===== src/rtl/cbsc_mac_array.sv =====
// Counter-based stochastic-computing MAC array: CHANNELS lanes of x*w via bit-reversed SNG streams.
// Optional macro CBSC_MAC_ACCUM_EN: accumulate into q with saturation and acc_clr support.
module cbsc_mac_array #(
  parameter int unsigned WIDTH     = 7,
  parameter int unsigned CHANNELS  = 4,
  parameter int unsigned ACC_WIDTH = WIDTH + $clog2(CHANNELS)
) (
  input  logic                         clk,
  input  logic                         rst,
  input  logic                         start,
  input  logic [CHANNELS*WIDTH-1:0]    x,
  input  logic [CHANNELS*WIDTH-1:0]    w,
  input  logic                         acc_clr,
  output logic                         busy,
  output logic                         done,
  output logic [ACC_WIDTH-1:0]         q
);

  typedef enum logic [1:0] {IDLE, RUN, SUM} state_t;

  state_t                            state_q, state_d;
  logic [CHANNELS-1:0][WIDTH-1:0]    x_r, d_r, p_r;
  logic [WIDTH-1:0]                  c_r, c_rev_c;
  logic [CHANNELS-1:0]               s_c;
  logic                              any_w_c, last_c;
  logic [ACC_WIDTH-1:0]              sum_c;
  logic                              busy_d, done_d;

  // Bit-reversed sequence value shared by all stream generators
  always_comb begin
    c_rev_c = '0;
    for (int unsigned b = 0; b < WIDTH; b++) begin
      c_rev_c[b] = c_r[WIDTH-1-b];
    end
  end

  // Per-lane stream bits, start/finish detection and product sum
  always_comb begin
    s_c     = '0;
    any_w_c = 1'b0;
    last_c  = 1'b1;
    sum_c   = '0;
    for (int unsigned i = 0; i < CHANNELS; i++) begin
      s_c[i]  = x_r[i] > c_rev_c;
      any_w_c = any_w_c | (w[i*WIDTH +: WIDTH] != '0);
      last_c  = last_c & (d_r[i] <= WIDTH'(1));
      sum_c   = sum_c + ACC_WIDTH'(p_r[i]);
    end
  end

  // Next-state and registered-output decode
  always_comb begin
    state_d = state_q;
    busy_d  = 1'b0;
    done_d  = 1'b0;
    case (state_q)
      IDLE:    if (start) state_d = any_w_c ? RUN : SUM;
      RUN:     if (last_c) state_d = SUM;
      SUM:     state_d = IDLE;
      default: state_d = IDLE;
    endcase
    busy_d = (state_d != IDLE);
    done_d = (state_q == SUM);
  end

  always_ff @(posedge clk or negedge rst) begin
    if (!rst) begin
      state_q <= IDLE;
      busy    <= 1'b0;
      done    <= 1'b0;
    end else begin
      state_q <= state_d;
      busy    <= busy_d;
      done    <= done_d;
    end
  end

  // Operand latch, down counters, product counters and sequence counter
  always_ff @(posedge clk or negedge rst) begin
    if (!rst) begin
      x_r <= '0;
      d_r <= '0;
      p_r <= '0;
      c_r <= '0;
    end else begin
      case (state_q)
        IDLE: begin
          if (start) begin
            x_r <= x;
            d_r <= w;
            p_r <= '0;
            c_r <= '0;
          end
        end
        RUN: begin
          for (int unsigned i = 0; i < CHANNELS; i++) begin
            if (d_r[i] != '0) begin
              p_r[i] <= p_r[i] + WIDTH'(s_c[i]);
              d_r[i] <= d_r[i] - WIDTH'(1);
            end
          end
          c_r <= c_r + WIDTH'(1);
        end
        default: ;
      endcase
    end
  end

`ifdef CBSC_MAC_ACCUM_EN
  logic [ACC_WIDTH:0] acc_c;
  assign acc_c = (ACC_WIDTH+1)'(q) + (ACC_WIDTH+1)'(sum_c);

  // Saturating accumulate; a clear coinciding with SUM leaves just this run's sum
  always_ff @(posedge clk or negedge rst) begin
    if (!rst) begin
      q <= '0;
    end else if (state_q == SUM) begin
      if (acc_clr) begin
        q <= sum_c;
      end else begin
        q <= acc_c[ACC_WIDTH] ? '1 : acc_c[ACC_WIDTH-1:0];
      end
    end else if (acc_clr) begin
      q <= '0;
    end
  end
`else
  logic unused_acc_clr;
  assign unused_acc_clr = acc_clr;

  always_ff @(posedge clk or negedge rst) begin
    if (!rst) begin
      q <= '0;
    end else if (state_q == SUM) begin
      q <= sum_c;
    end
  end
`endif

endmodule


===== config.mk =====
export PLATFORM = sky130hd
export DESIGN_NAME = cbsc_mac_array
export DESIGN_NICKNAME = d
export VERILOG_FILES = /design/src/rtl/cbsc_mac_array.sv
export SDC_FILE = /design/constraint.sdc
export NUM_CORES = 1
export LEC_CHECK = 0
export BUFFER_PORTS_ARGS = -buffer_cell sky130_fd_sc_hd__buf_4
export CAP_MARGIN = 20
export CORE_MARGIN = 2
export CORE_UTILIZATION = 64
export CTS_CLUSTER_SIZE = 10
export DETAILED_ROUTE_END_ITERATION = 16
export MAX_ROUTING_LAYER = met4
export PLACE_DENSITY = 0.86
export SYNTH_ARGS = -nofsm -noshare
export SYNTH_HDL_FRONTEND = slang
export SYNTH_SLANG_ARGS = --single-unit

===== constraint.sdc =====
create_clock -name clk -period 7.45 [get_ports clk]
set_clock_uncertainty 0.05 [all_clocks]
set_input_delay 0.745 -clock clk [delete_from_list [all_inputs] [get_ports clk]]
set_output_delay 0.745 -clock clk [all_outputs]
set_load 0.005 [all_outputs]

======== Word-level counts from Yosys, hierarchy flattened ========
Cells that the tools add are included.
cells by class
  $add $sub $neg .......................... 12
  $lt $le $gt $ge ......................... 8
  eq/ne operators ......................... 7
  mux-type cells .......................... 18
  bitwise operators ....................... 6
  reduce and logical (&&, ||, !) cells .... 17
operator list
  operator               number
  $pmux W28 S2           2
  $mux W7                9
  $mux W28               2
  $reduce_bool A7 Y1     8
  $add A7 B1 Y7          4
  $gt A7 B7 Y1           4
  $le A7 B1 Y1 const B   4
  $sub A7 B1 Y7 const B  4
  $pmux W7 S2            1
  $reduce_and A3 Y1      4
  $ne A2 B2 Y1 const B   5
  $add A8 B7 Y9          1
  $add A9 B7 Y9          1
  $add A7 B7 Y8          1
  $add A7 B1 Y7 const B  1
  $mux W2                3
  $pmux W2 S2            1
  $reduce_and A2 Y1      2
  $reduce_bool A2 Y1     2
  $and A1 B1 Y1          3
  $or A1 B1 Y1           3
  $eq A2 B1 Y1 const B   1
  $eq A2 B2 Y1 const B   1
  $logic_not A2 Y1       1
storage, ports and cells
  register bits ........................... 104
  input port bits ......................... 60
  output and inout bits ................... 11

======== Depth between registers and ports, before layout ========
Gate-level depths: netlist (run 1).
  depth after elaboration ................. 8
  gate-level depth with buffers ........... 13

======== Worst setup path after synthesis (run 1) ========
OpenSTA, ideal clock, no wires.
  path type ............................... register -> register
  start ................................... register p_r[2] (netlist name)
  end ..................................... register q[6]
  arrival time ............................ 2.722 ns
  data required time ...................... 7.264 ns
  slack ................................... 4.542 ns
  stages on the path, launching flop included .. 11
  buffers on the path ..................... 0
  cell sequence ........................... dfrtp_1 > inv_1 > fa_1 > fa_1 > inv_1 > ha_1 > a21o_1 > a311o_1 > a21oi_1 > xor2_1 > o21ai_0
between the ends
  word-level cells in the longest chain between the ends .. 3
ends and longest elaborated chain
  element                            line  RTL
  from (decl)                        22    logic [CHANNELS-1:0][WIDTH-1:0] x_r, d_r, p_r;
  from (signal, indexed assignment)  98    p_r[i] <= p_r[i] + WIDTH'(s_c[i]);
  $add A7 B7 Y8                      47    sum_c = sum_c + ACC_WIDTH'(p_r[i]);
  $add A8 B7 Y9                      47
  $add A9 B7 Y9                      47
  to (signal assigned)               135   q <= sum_c;
  to (decl)                          16    output logic [ACC_WIDTH-1:0] q
No other way between the ends.
A chain may end at the register's enable or synchronous reset.

======== Worst setup path after layout (run 1) ========
  start ................................... register p_r[9] (netlist name)
  end ..................................... register q[6]
The elaborated chain is that of the path after synthesis.

==> metrics.cfg, run 1 <==
[drt]
routed_via_density=5.855
drt_iter0_drc=256
vias=5316
dr.pass1.iters=5
antenna_left=0
drcViolationCount=0
drt-total-wl_um=14510
wire_per_inst_um=15.98

[die]
rows=36
core-area_um2=9729
initial_core_util=0.6542
num_io_pins=71
fp.dieH_um=103.7
die_w_um=103.7
die-area_um2=10760

[timing]
fin_setup_tns_ps=0
holdWs_ps=250.7
rsz0062_at_grt=false
hold_violations=0
final-max-slew-violation-count=0
slew_headroom=0.2555
fmax_mhz=317.8
finalSetupViolations=0
tightest_slew_ps=1117
fin_crit_ps=3146
fin_crit_sh=0.4223

[synthesis]
ys.flop_type=dfrtp_1
syn_area_um2=6365
syn_inst=711
synth_top_family_by_area=simple AND/OR/NAND/NOR gates
yosysWarnings=0
avgSynthCellArea_um2=8.952
synthSimpleGateAreaFrac=0.1832
synth_top_cell_area_share=0.4089
async_flop_share=1.000
synth.top_cells.by_count=nand2_1 (133), dfrtp_1 (104), inv_1 (65), o21ai_0 (58), ha_1 (57)
synthMuxAreaShare=0.008060
yosysTopAreaCell=dfrtp_1
ys_seq_area_frac=0.4089
syn-num-nets=842
synth_compound_area_frac=0.1645
ys_types=55
ys_ff_latch=104
yosysMostFrequentCell=nand2_1
synth_edf_count=0
synth_fa_ha_area_frac=0.1561
synthTopCellsByArea=dfrtp_1 (41%), ha_1 (11%), nand2_1 (7.8%)
synth_xor_xnor_area_share=0.02339

[critical_path]
path_class=reg -> reg
cp_cell_sequence=inv_1, fa_1, fa_1, inv_1, ha_1, a21o_1, a311o_1, a21oi_1, xor2_1, o21ai_0
crit_path_start_kind=flip-flop
max_stage_delay_ps=590
cpMaxStageDelayCell=fa_1
crit_arrival_ps=3340
critical_path.top_delay_family=adder cells
ff2ff_setup_slack_ps=4300
endpoint_kind=flip-flop
cp_max_fo=5
reg2reg_depth=10
critical_path.endpoint=q[6]
critPathBufInv=2
cp_num_cells=10
reg2reg_to=q[6]
startpoint=p_r[9]
r2r_start=p_r[9]
cp.required_ps=7650

[place]
dpl.hpwl_um=10590
place_area_um2=6982
port_buffers=69
place_congestion=0.8362

[finish]
fin_area_um2=7206
num_antenna_cells=0
nNetsFinal=901
syn2layout_area_growth_pct=13.21
nFillCells=726
drive_above_1_share=0.1290

[pwr]
power.density_nw_per_um2=419.3
p_leak_nw=3.632
ir_drop_uv=246.0

[clock_network]
clkLatencyLatePin_ps=390
post_cts_buffers=0
cts_tree=done
holdBufCountCts=0
cts_buffers=9
cts_resized=0
clkTransAtPathRegs_ps=110
cts_root_buf=clkbuf_8
clock-sinks=104
cts_max_path_buffers=2
h-tree-depth=3

[global_routing]
grt_max_degree=70
grt_usage=0.2920
gr-total-overflow=0
antenna_found_initial=0
grt_pass1_vias=5402
grt_pass1_wl_um=24780

[worst_hold_path]
hp-class=in -> async

[job]
drv_cap=0

[status]
status=finished clean

-- through the flow --
step / worst slack, ps / total power [mW] / util / instances
4_1_cts: 4300 / 3.020 / 0.7398 / 907
5_1_grt: 4148 / 3.334 / 0.7406 / 908
6_report: 4304 / 3.022 / 0.7406 / 908
3_3_place_gp: 4393 / 2.481 / 0.7148 / 890
3_5_place_dp: 4324 / 2.615 / 0.7176 / 891
2_1_floorplan: 4542 / 2.203 / - / 711
-- sequential cells by signal, summed over array words and instances, names as in the netlist --
register and cells:
busy 1, c_r 7, d_r 28, done 1
p_r 28, q 9, state_q 2, x_r 28
-- routing by layer --
metal | track usage | part of all wire
met5 | - | 0
met4 | 0.08977 | 0.019
met3 | 0.07300 | 0.054
met2 | 0.4872 | 0.51
met1 | 0.3526 | 0.42
-- final cells by class --
cell class | count | area, µm² | area share
Clock buffer | 9 | 123.9 | 0.01719
Tap cell | 133 | 166.4 | 0.02309
Clock inverter | 7 | 92.59 | 0.01285
Multi-Input combinational cell | 517 | 3408 | 0.4730
Timing Repair Buffer | 73 | 568.0 | 0.07883
Inverter | 65 | 244.0 | 0.03386
Sequential cell | 104 | 2603 | 0.3612
-- logic make-up after synthesis --
group                      count (synthesis)
AOI/OAI and AO/OA                        166
xor gates and xnor gates                  17
adders and majority gates                 71
buffers and inverters                     90
DFF                                      104
muxes                                      5
and+or+nand+nor                          258
-- where the power goes --
group / total, mW / leakage (nW) / internal (mW) / switching [mW]
clock network: 0.394 / 0.114 / 0.190 / 0.204
registers: 0.922 / 1.28 / 0.745 / 0.177
logic: 1.71 / 2.24 / 0.760 / 0.946
total: 3.02 / 3.63 / 1.70 / 1.33
-- how the worst min path moves through the flow --
stage	endpoint	slack [ps]	depth (start not counted)
final	p_r[22]	250	1
after global routing	done	270	1
after CTS	p_r[19]	260	1
after detailed placement	q[0]	420	2
after global placement	q[5]	410	1
after floorplan	busy	400	0
-- cells in the final DEF (no fill, tap or decap), types with 16 or more instances in the layout --
cell / n
a21oi_1: 30
buf_4: 72
dfrtp_1: 104
ha_1: 57
inv_1: 65
nand2_1: 133
nand3_1: 19
nor2_1: 46
nor3_1: 16
o21ai_0: 58
(Power assumes the default switching activity.)
==> inputs of run 2 (changes only) <==
--- a/config.mk
+++ b/config.mk
@@ -5,14 +5,15 @@
 export SDC_FILE = /design/constraint.sdc
 export NUM_CORES = 1
 export LEC_CHECK = 0
+export ABC_AREA = 1
 export BUFFER_PORTS_ARGS = -buffer_cell sky130_fd_sc_hd__buf_4
 export CAP_MARGIN = 20
 export CORE_MARGIN = 2
-export CORE_UTILIZATION = 64
+export CORE_UTILIZATION = 54
 export CTS_CLUSTER_SIZE = 10
 export DETAILED_ROUTE_END_ITERATION = 16
 export MAX_ROUTING_LAYER = met4
-export PLACE_DENSITY = 0.86
+export PLACE_DENSITY = 0.77
 export SYNTH_ARGS = -nofsm -noshare
 export SYNTH_HDL_FRONTEND = slang
 export SYNTH_SLANG_ARGS = --single-unit
==> constraint.sdc (replaced) <==
create_clock -name clk -period 2.8 [get_ports clk]
set_clock_uncertainty 0.05 [all_clocks]
set_input_delay 0.28 -clock clk [delete_from_list [all_inputs] [get_ports clk]]
set_output_delay 0.28 -clock clk [all_outputs]
set_load 0.005 [all_outputs]
==> run 2 against run 1 <==
  * First-iteration DRC count is 81% higher
  * Largest cell class unchanged
  * Critical path depth is 2 higher
  * Count of clock-buffer cells in the layout is 3 higher
  * Total power is 140% higher
  * Utilization is 11 points lower
  * Final area is 11% higher
  * Synthesized cell count is 33% higher
  * Fmax is 18% higher
  * Non-clock buffer count is 10 higher
==> metrics.cfg, run 2 <==
[synthesis]
yosysTopAreaCell=dfrtp_1  ; unchanged
synth_edf_count=0  ; unchanged
syn-num-nets=1077  ; was 842
syn_inst=946  ; was 711
ys_types=35  ; was 55
ys.flop_type=dfrtp_1  ; unchanged
synth_top_cell_area_share=0.3717  ; was 0.4089
synthTopCellsByArea=dfrtp_1 (37%), nand2_1 (18%), ha_1 (10%)  ; was dfrtp_1 (41%), ha_1 (11%), nand2_1 (7.8%)
ys_seq_area_frac=0.3717  ; was 0.4089
yosysMostFrequentCell=nand2_1  ; unchanged
yosysWarnings=0  ; unchanged
async_flop_share=1.000  ; unchanged
synth.top_cells.by_count=nand2_1 (328), inv_1 (121), dfrtp_1 (104), nor2_1 (74), ha_1 (57)  ; was nand2_1 (133), dfrtp_1 (104), inv_1 (65), o21ai_0 (58), ha_1 (57)
ys_ff_latch=104  ; unchanged
syn_area_um2=7002  ; was 6365 µm²
avgSynthCellArea_um2=7.401  ; was 8.952 µm²

[critical_path]
endpoint_kind=flip-flop  ; unchanged
cp.required_ps=3000  ; was 7650 ps
reg2reg_depth=12  ; was 10
crit_path_start_kind=flip-flop  ; unchanged
path_class=reg -> reg  ; unchanged
cp_max_fo=4  ; was 5
crit_arrival_ps=2860  ; was 3340 ps

[drt]
drcViolationCount=0  ; unchanged
drt_iter0_drc=463  ; was 256
vias=6041  ; was 5,316
drt-total-wl_um=15630  ; was 14,510 µm
antenna_left=0  ; unchanged
dr.pass1.iters=5  ; unchanged
routed_via_density=5.064  ; was 5.855
wire_per_inst_um=13.10  ; was 15.98 µm

[pwr]
switching_share=0.4321  ; was 0.4390
p_seq_frac=0.336  ; was 0.305
ir_drop_uv=430.7  ; was 246.0 µV
switchingPower_mw=3.136  ; was 1.327 mW
p_leak_nw=4.347  ; was 3.632 nW
power.density_nw_per_um2=906.3  ; was 419.3 nW/µm²
p_int_mw=4.121  ; was 1.695 mW
combinationalPowerShare=0.496  ; was 0.565
p_clk_frac=0.168  ; was 0.130

[finish]
nNetsFinal=1147  ; was 901
final_core_util=0.6344  ; was 0.7406
num_antenna_cells=0  ; unchanged
mostFrequentLayoutCells=nand2_1 (328), inv_1 (119), dfrtp_1 (101)  ; was nand2_1 (133), dfrtp_1 (104), buf_4 (72)
final_common_cell=nand2_1  ; unchanged
top_regs=d_r x28, p_r x28, x_r x28  ; unchanged
fin_cells=1193  ; was 908
drive_above_1_share=0.1293  ; was 0.1290
nFillCells=1182  ; was 726
syn2layout_area_growth_pct=14.35  ; was 13.21%

[die]
initial_core_util=0.5548  ; was 0.6542
core-area_um2=12620  ; was 9729 µm²
num_io_pins=71  ; unchanged
die_w_um=117.9  ; was 103.7 µm
die-area_um2=13890  ; was 10,760 µm²
fp.dieH_um=117.9  ; was 103.7 µm
rows=41  ; was 36

[place]
dpl.hpwl_um=11410  ; was 10,590 µm
dp.cells=1175  ; was 891
port_buffers=69  ; unchanged
place_congestion=0.8820  ; was 0.8362

[global_routing]
gr-total-overflow=0  ; unchanged
grt_pass1_wl_um=26880  ; was 24,780 µm
grt_usage=0.2448  ; was 0.2920
antenna_found_initial=0  ; unchanged
grt_pass1_vias=5658  ; was 5,402
grt_max_degree=57  ; was 70

[worst_hold_path]
hp-class=in -> reg  ; was in -> async
holdPathStages=3

[job]
drv_cap=0  ; unchanged

[clock_network]
clkLatencyLatePin_ps=350  ; was 390 ps
h-tree-depth=3  ; unchanged
clock-sinks=104  ; unchanged
cts_buffers=9  ; unchanged
clkTransAtPathRegs_ps=70  ; was 110 ps
cts_tree=done  ; unchanged
cts_root_buf=clkbuf_16  ; was clkbuf_8
cts_max_path_buffers=2  ; unchanged

[timing]
finalSetupViolations=0  ; unchanged
fin_crit_sh=0.9495  ; was 0.4223
slew_headroom=0.5772  ; was 0.2555
holdWs_ps=66.41  ; was 250.7 ps
fmax_mhz=376.2  ; was 317.8 MHz
hold_violations=0  ; unchanged
fin_crit_ps=2658  ; was 3146 ps
tightest_slew_ps=634.1  ; was 1117 ps
final-max-slew-violation-count=0  ; unchanged

[status]
status=finished clean  ; unchanged

==> run 2: changes by cell type after synthesis, moves of 8 or more <==
cell	delta
nand2_1	+195
inv_1	+56
nand3_1	+34
nor2_1	+28
clkbuf_1	-13
o21ai_1	+13
a22oi_1	-12
xnor2_1	-12
nand4_1	+11
nor3_1	-11
xor2_1	+11
buf_2	+8
inv_2	+8
==> run 2: cells by family after synthesis <==
| group | count (synthesis) | synth area share |
|---|---|---|
| simple gates | 497 | 0.2943 |
| fa+ha+maj | 71 | 0.1419 |
| flops | 104 | 0.3717 |
| buf+inv | 154 | 0.09275 |
| xor+xnor | 16 | 0.02002 |
| compound gates | 104 | 0.07934 |
==> run 2: critical path, stage by stage (launching register included) <==
cell and delay (ps):
dfrtp_1 420, inv_1 140, fa_1 460, fa_1 600
inv_1 60, ha_1 270, nand2_1 60, nor2_1 110
nand2_1 80, nand3_1 110, nand2_1 70, nand3_1 70
nand2_1 50
==> run 2: layout make-up <==
cell class	count	area, µm²	share of cell area
Timing Repair Buffer	83	625.6	0.07814
Inverter	130	490.5	0.06126
Tap cell	172	215.2	0.02688
Clock inverter	4	28.78	0.003594
Multi-Input combinational cell	688	3784	0.4726
Clock buffer	12	256.5	0.03204
Sequential cell	104	2606	0.3255
==> run 2: per-stage QoR <==
step	power, mW	setup slack [ps]	TNS [ps]	area (µm²)
floorplan	5.029	281.1	0	7002
global placement	5.807	137.7	0	7666
detailed placement	5.960	94.12	0	7666
CTS	7.220	73.74	0	7961
global route	8.018	-7.306	-8.629	8006
finish	7.256	141.5	0	8006
==> run 2: worst paths after layout <==
kind                         from  endpoint  slack [ps]
setup reg to reg           p_r[9]      q[6]         140
hold / removal              x[11]   x_r[11]          70
hold reg to reg              q[0]      q[0]         430
max in group asynchronous     rst   p_r[11]        1520
min in group asynchronous     rst   x_r[19]         430
setup / recovery           p_r[9]      q[6]         140
==> run 2: what timing repair did <==
item,in CTS,in global routing
gates resized for setup,0,10
endpoints found under the hold margin,48,0
setup buffers,0,1
hold buffers,1,0
setup endpoints to repair,0,7
==> run 2: power by group through the flow <==
stage          Clock (mW)  Sequential, mW  Combinational (mW)
6_report             1.22            2.44                3.60
5_1_grt              1.31            2.50                4.21
4_1_cts              1.24            2.43                3.55
3_5_place_dp            0            2.44                3.52
3_3_place_gp            0            2.43                3.37
2_1_floorplan           0            2.34                2.69
==> run 2: routing by layer <==
| layer | global-route usage | up-vias | part of all wire |
|---|---|---|---|
| met5 | - | - | 0 |
| met3 | 0.03779 | 19 | 0.033 |
| met1 | 0.3352 | 2790 | 0.49 |
| li1 | - | 3126 | - |
| met2 | 0.3794 | 106 | 0.46 |
| met4 | 0.07154 | 0 | 0.016 |
==> inputs of run 3 (changes only) <==
--- a/config.mk
+++ b/config.mk
@@ -9,11 +9,12 @@
 export BUFFER_PORTS_ARGS = -buffer_cell sky130_fd_sc_hd__buf_4
 export CAP_MARGIN = 20
 export CORE_MARGIN = 2
-export CORE_UTILIZATION = 54
+export CORE_UTILIZATION = 56
+export CTS_BUF_LIST = sky130_fd_sc_hd__clkbuf_8
 export CTS_CLUSTER_SIZE = 10
 export DETAILED_ROUTE_END_ITERATION = 16
 export MAX_ROUTING_LAYER = met4
-export PLACE_DENSITY = 0.77
+export PLACE_DENSITY = 0.79
 export SYNTH_ARGS = -nofsm -noshare
 export SYNTH_HDL_FRONTEND = slang
 export SYNTH_SLANG_ARGS = --single-unit
==> run 3 against run 2 <==
  * Count of clock-buffer cells in the layout down 2
  * Critical path type unchanged
  * Critical endpoint is now q[7]
  * Sequential share of layout area increased by 0.47 points
  * First-iteration DRC count down 17%
  * Worst hold slack lost 44 ps
  * Via count barely moved
  * Clock power decreased by 20%
  * Final cell count decreased by 0.50%
  * Wire length decreased by 2.6%
  * Worst setup slack worse by 41 ps
  * Combinational power hardly changed
==> metrics.cfg, run 3 (same netlist as run 2, synthesis figures left out) <==
[status]
status=finished clean  ; unchanged

[critical_path]
cpMaxStageDelayCell=fa_1  ; unchanged
endpoint_kind=flip-flop  ; unchanged
cp_max_fo=3  ; was 4
critPathBufInv=4  ; was 2
cp_common_cell=inv_1  ; was nand2_1
path_class=reg -> reg  ; unchanged
crit_arrival_ps=2930  ; was 2860 ps
cp.required_ps=3030  ; was 3000 ps
max_stage_delay_ps=580  ; was 600 ps
cp_cell_sequence=inv_1, fa_1, fa_1, inv_1, ha_2, inv_1, fa_2, inv_1, nand2_1, nand3_1, nand2_1, nand3_1, nand2_1  ; was inv_1, fa_1, fa_1, inv_1, ha_1, nand2_1, nor2_1, nand2_1, nand3_1, nand2_1, nand3_1, nand2_1
crit_path_start_kind=flip-flop  ; unchanged
critical_path.top_delay_family=adder cells  ; unchanged

[drt]
routed_via_density=5.094  ; was 5.064
drt-total-wl_um=15220  ; was 15,630 µm
drt_iter0_drc=386  ; was 463
vias=6047  ; was 6,041
dr.pass1.iters=5  ; unchanged
drcViolationCount=0  ; unchanged
wire_per_inst_um=12.82  ; was 13.10 µm
antenna_left=0  ; unchanged

[timing]
tightest_slew_ps=643.5  ; was 634.1 ps
finalSetupViolations=0  ; unchanged
fin_crit_ps=2700  ; was 2658 ps
fin_crit_sh=0.9642  ; was 0.9495
hold_violations=0  ; unchanged
slew_headroom=0.5710  ; was 0.5772
holdWs_ps=22.87  ; was 66.41 ps
final-max-slew-violation-count=0  ; unchanged
fin_setup_tns_ps=0  ; unchanged
fmax_mhz=370.4  ; was 376.2 MHz
rsz0062_at_grt=true

[die]
rows=40  ; was 41
core-area_um2=12110  ; was 12,620 µm²
die_w_um=115.8  ; was 117.9 µm
fp.dieH_um=115.8  ; was 117.9 µm
num_io_pins=71  ; unchanged
initial_core_util=0.5781  ; was 0.5548
die-area_um2=13410  ; was 13,890 µm²

[finish]
num_antenna_cells=0  ; unchanged
final_common_cell=nand2_1  ; unchanged
fin_cells=1187  ; was 1,193
top_regs=d_r x28, p_r x28, x_r x28  ; unchanged
nNetsFinal=1146  ; was 1,147
drive_above_1_share=0.1246  ; was 0.1293
syn2layout_area_growth_pct=12.72  ; was 14.35%
mostFrequentLayoutCells=nand2_1 (328), inv_1 (121), dfrtp_1 (101)  ; was nand2_1 (328), inv_1 (119), dfrtp_1 (101)

[place]
dpl.hpwl_um=11150  ; was 11,410 µm
place_congestion=0.9029  ; was 0.8820
port_buffers=69  ; unchanged
dp.cells=1166  ; was 1,175

[clock_network]
cts_buffers=9  ; unchanged
clkLatencyLatePin_ps=400  ; was 350 ps
cts_max_path_buffers=2  ; unchanged
cts_tree=done  ; unchanged
clock-sinks=104  ; unchanged
cts_root_buf=clkbuf_8  ; was clkbuf_16
h-tree-depth=3  ; unchanged
clkTransAtPathRegs_ps=110  ; was 70 ps

[global_routing]
antenna_found_initial=0  ; unchanged
grt_pass1_wl_um=26230  ; was 26,880 µm
grt_max_degree=58  ; was 57
gr-total-overflow=0  ; unchanged
grt_pass1_vias=5490  ; was 5,658
grt_usage=0.2546  ; was 0.2448

[job]
drv_cap=0  ; unchanged

[pwr]
power.density_nw_per_um2=885.8  ; was 906.3 nW/µm²
p_leak_nw=4.320  ; was 4.347 nW
ir_drop_uv=464.0  ; was 430.7 µV

[worst_hold_path]
hp-class=in -> reg  ; unchanged

==> run 3: worst register-to-register path: cells and delay by family, from the launching register on <==
kind	cells	cell delay, ps
buffers and inverters	4	320
DFF	1	370
and+or+nand+nor	5	310
adders and majority gates	4	1540
==> run 3: path summary, 6_finish.rpt <==
kind | start | to | cells past startpoint | slack, ps
min in group asynchronous | rst | x_r[19] | 2 | 390
setup reg to reg | p_r[1] | q[7] | 13 | 100
setup / recovery | p_r[1] | q[7] | 13 | 100
hold reg to reg | q[1] | q[1] | 2 | 430
max in group asynchronous | rst | p_r[11] | 3 | 1550
hold / removal | x[24] | x_r[24] | 3 | 20
==> run 3: power breakdown <==
part           internal, mW  leakage, nW  switching, mW
Sequential             2.01         1.31          0.418
Clock                 0.433       0.0997          0.542
Combinational          1.45         2.91           2.15
Total                  3.89         4.32           3.11
==> run 3: metal layers <==
layer / global-route usage / routed length, µm / share of wire
met1: 0.3684 / 7419 / 0.49
met2: 0.3743 / 6791 / 0.45
met3: 0.03504 / 781 / 0.051
met4: 0.07778 / 227 / 0.015
met5: - / 0 / 0
==> run 3: layout make-up <==
cell class | instances | area (µm²)
multi-input cells | 688 | 3759
repair buffers | 82 | 630.6
fillers | 1106 | 4219
well taps | 168 | 210.2
flip-flops and latches | 104 | 2606
inverters | 130 | 490.5
clock inverters | 5 | 58.81
clock buffers | 10 | 137.6
==> run 3: per-stage QoR <==
stage | util | setup WS (ps) | total power [mW] | cell area, µm²
final | 0.6517 | 100.3 | 6.992 | 7893
after global routing | 0.6517 | -25.21 | 7.738 | 7893
after CTS | 0.6475 | 4.653 | 6.964 | 7843
after detailed placement | 0.6305 | 27.72 | 5.974 | 7636
after global placement | 0.6305 | 156.4 | 5.798 | 7636
after floorplan | - | 281.1 | 5.029 | 7002
==> run 3: repair_timing <==
| item | 4_1_cts | 5_1_grt |
|---|---|---|
| resized for setup | 0 | 8 |
| hold buffers | 1 | 0 |
| buffers inserted | 0 | 5 |
| endpoints found under the setup margin | 0 | 6 |
| hold endpoints to repair | 47 | 0 |
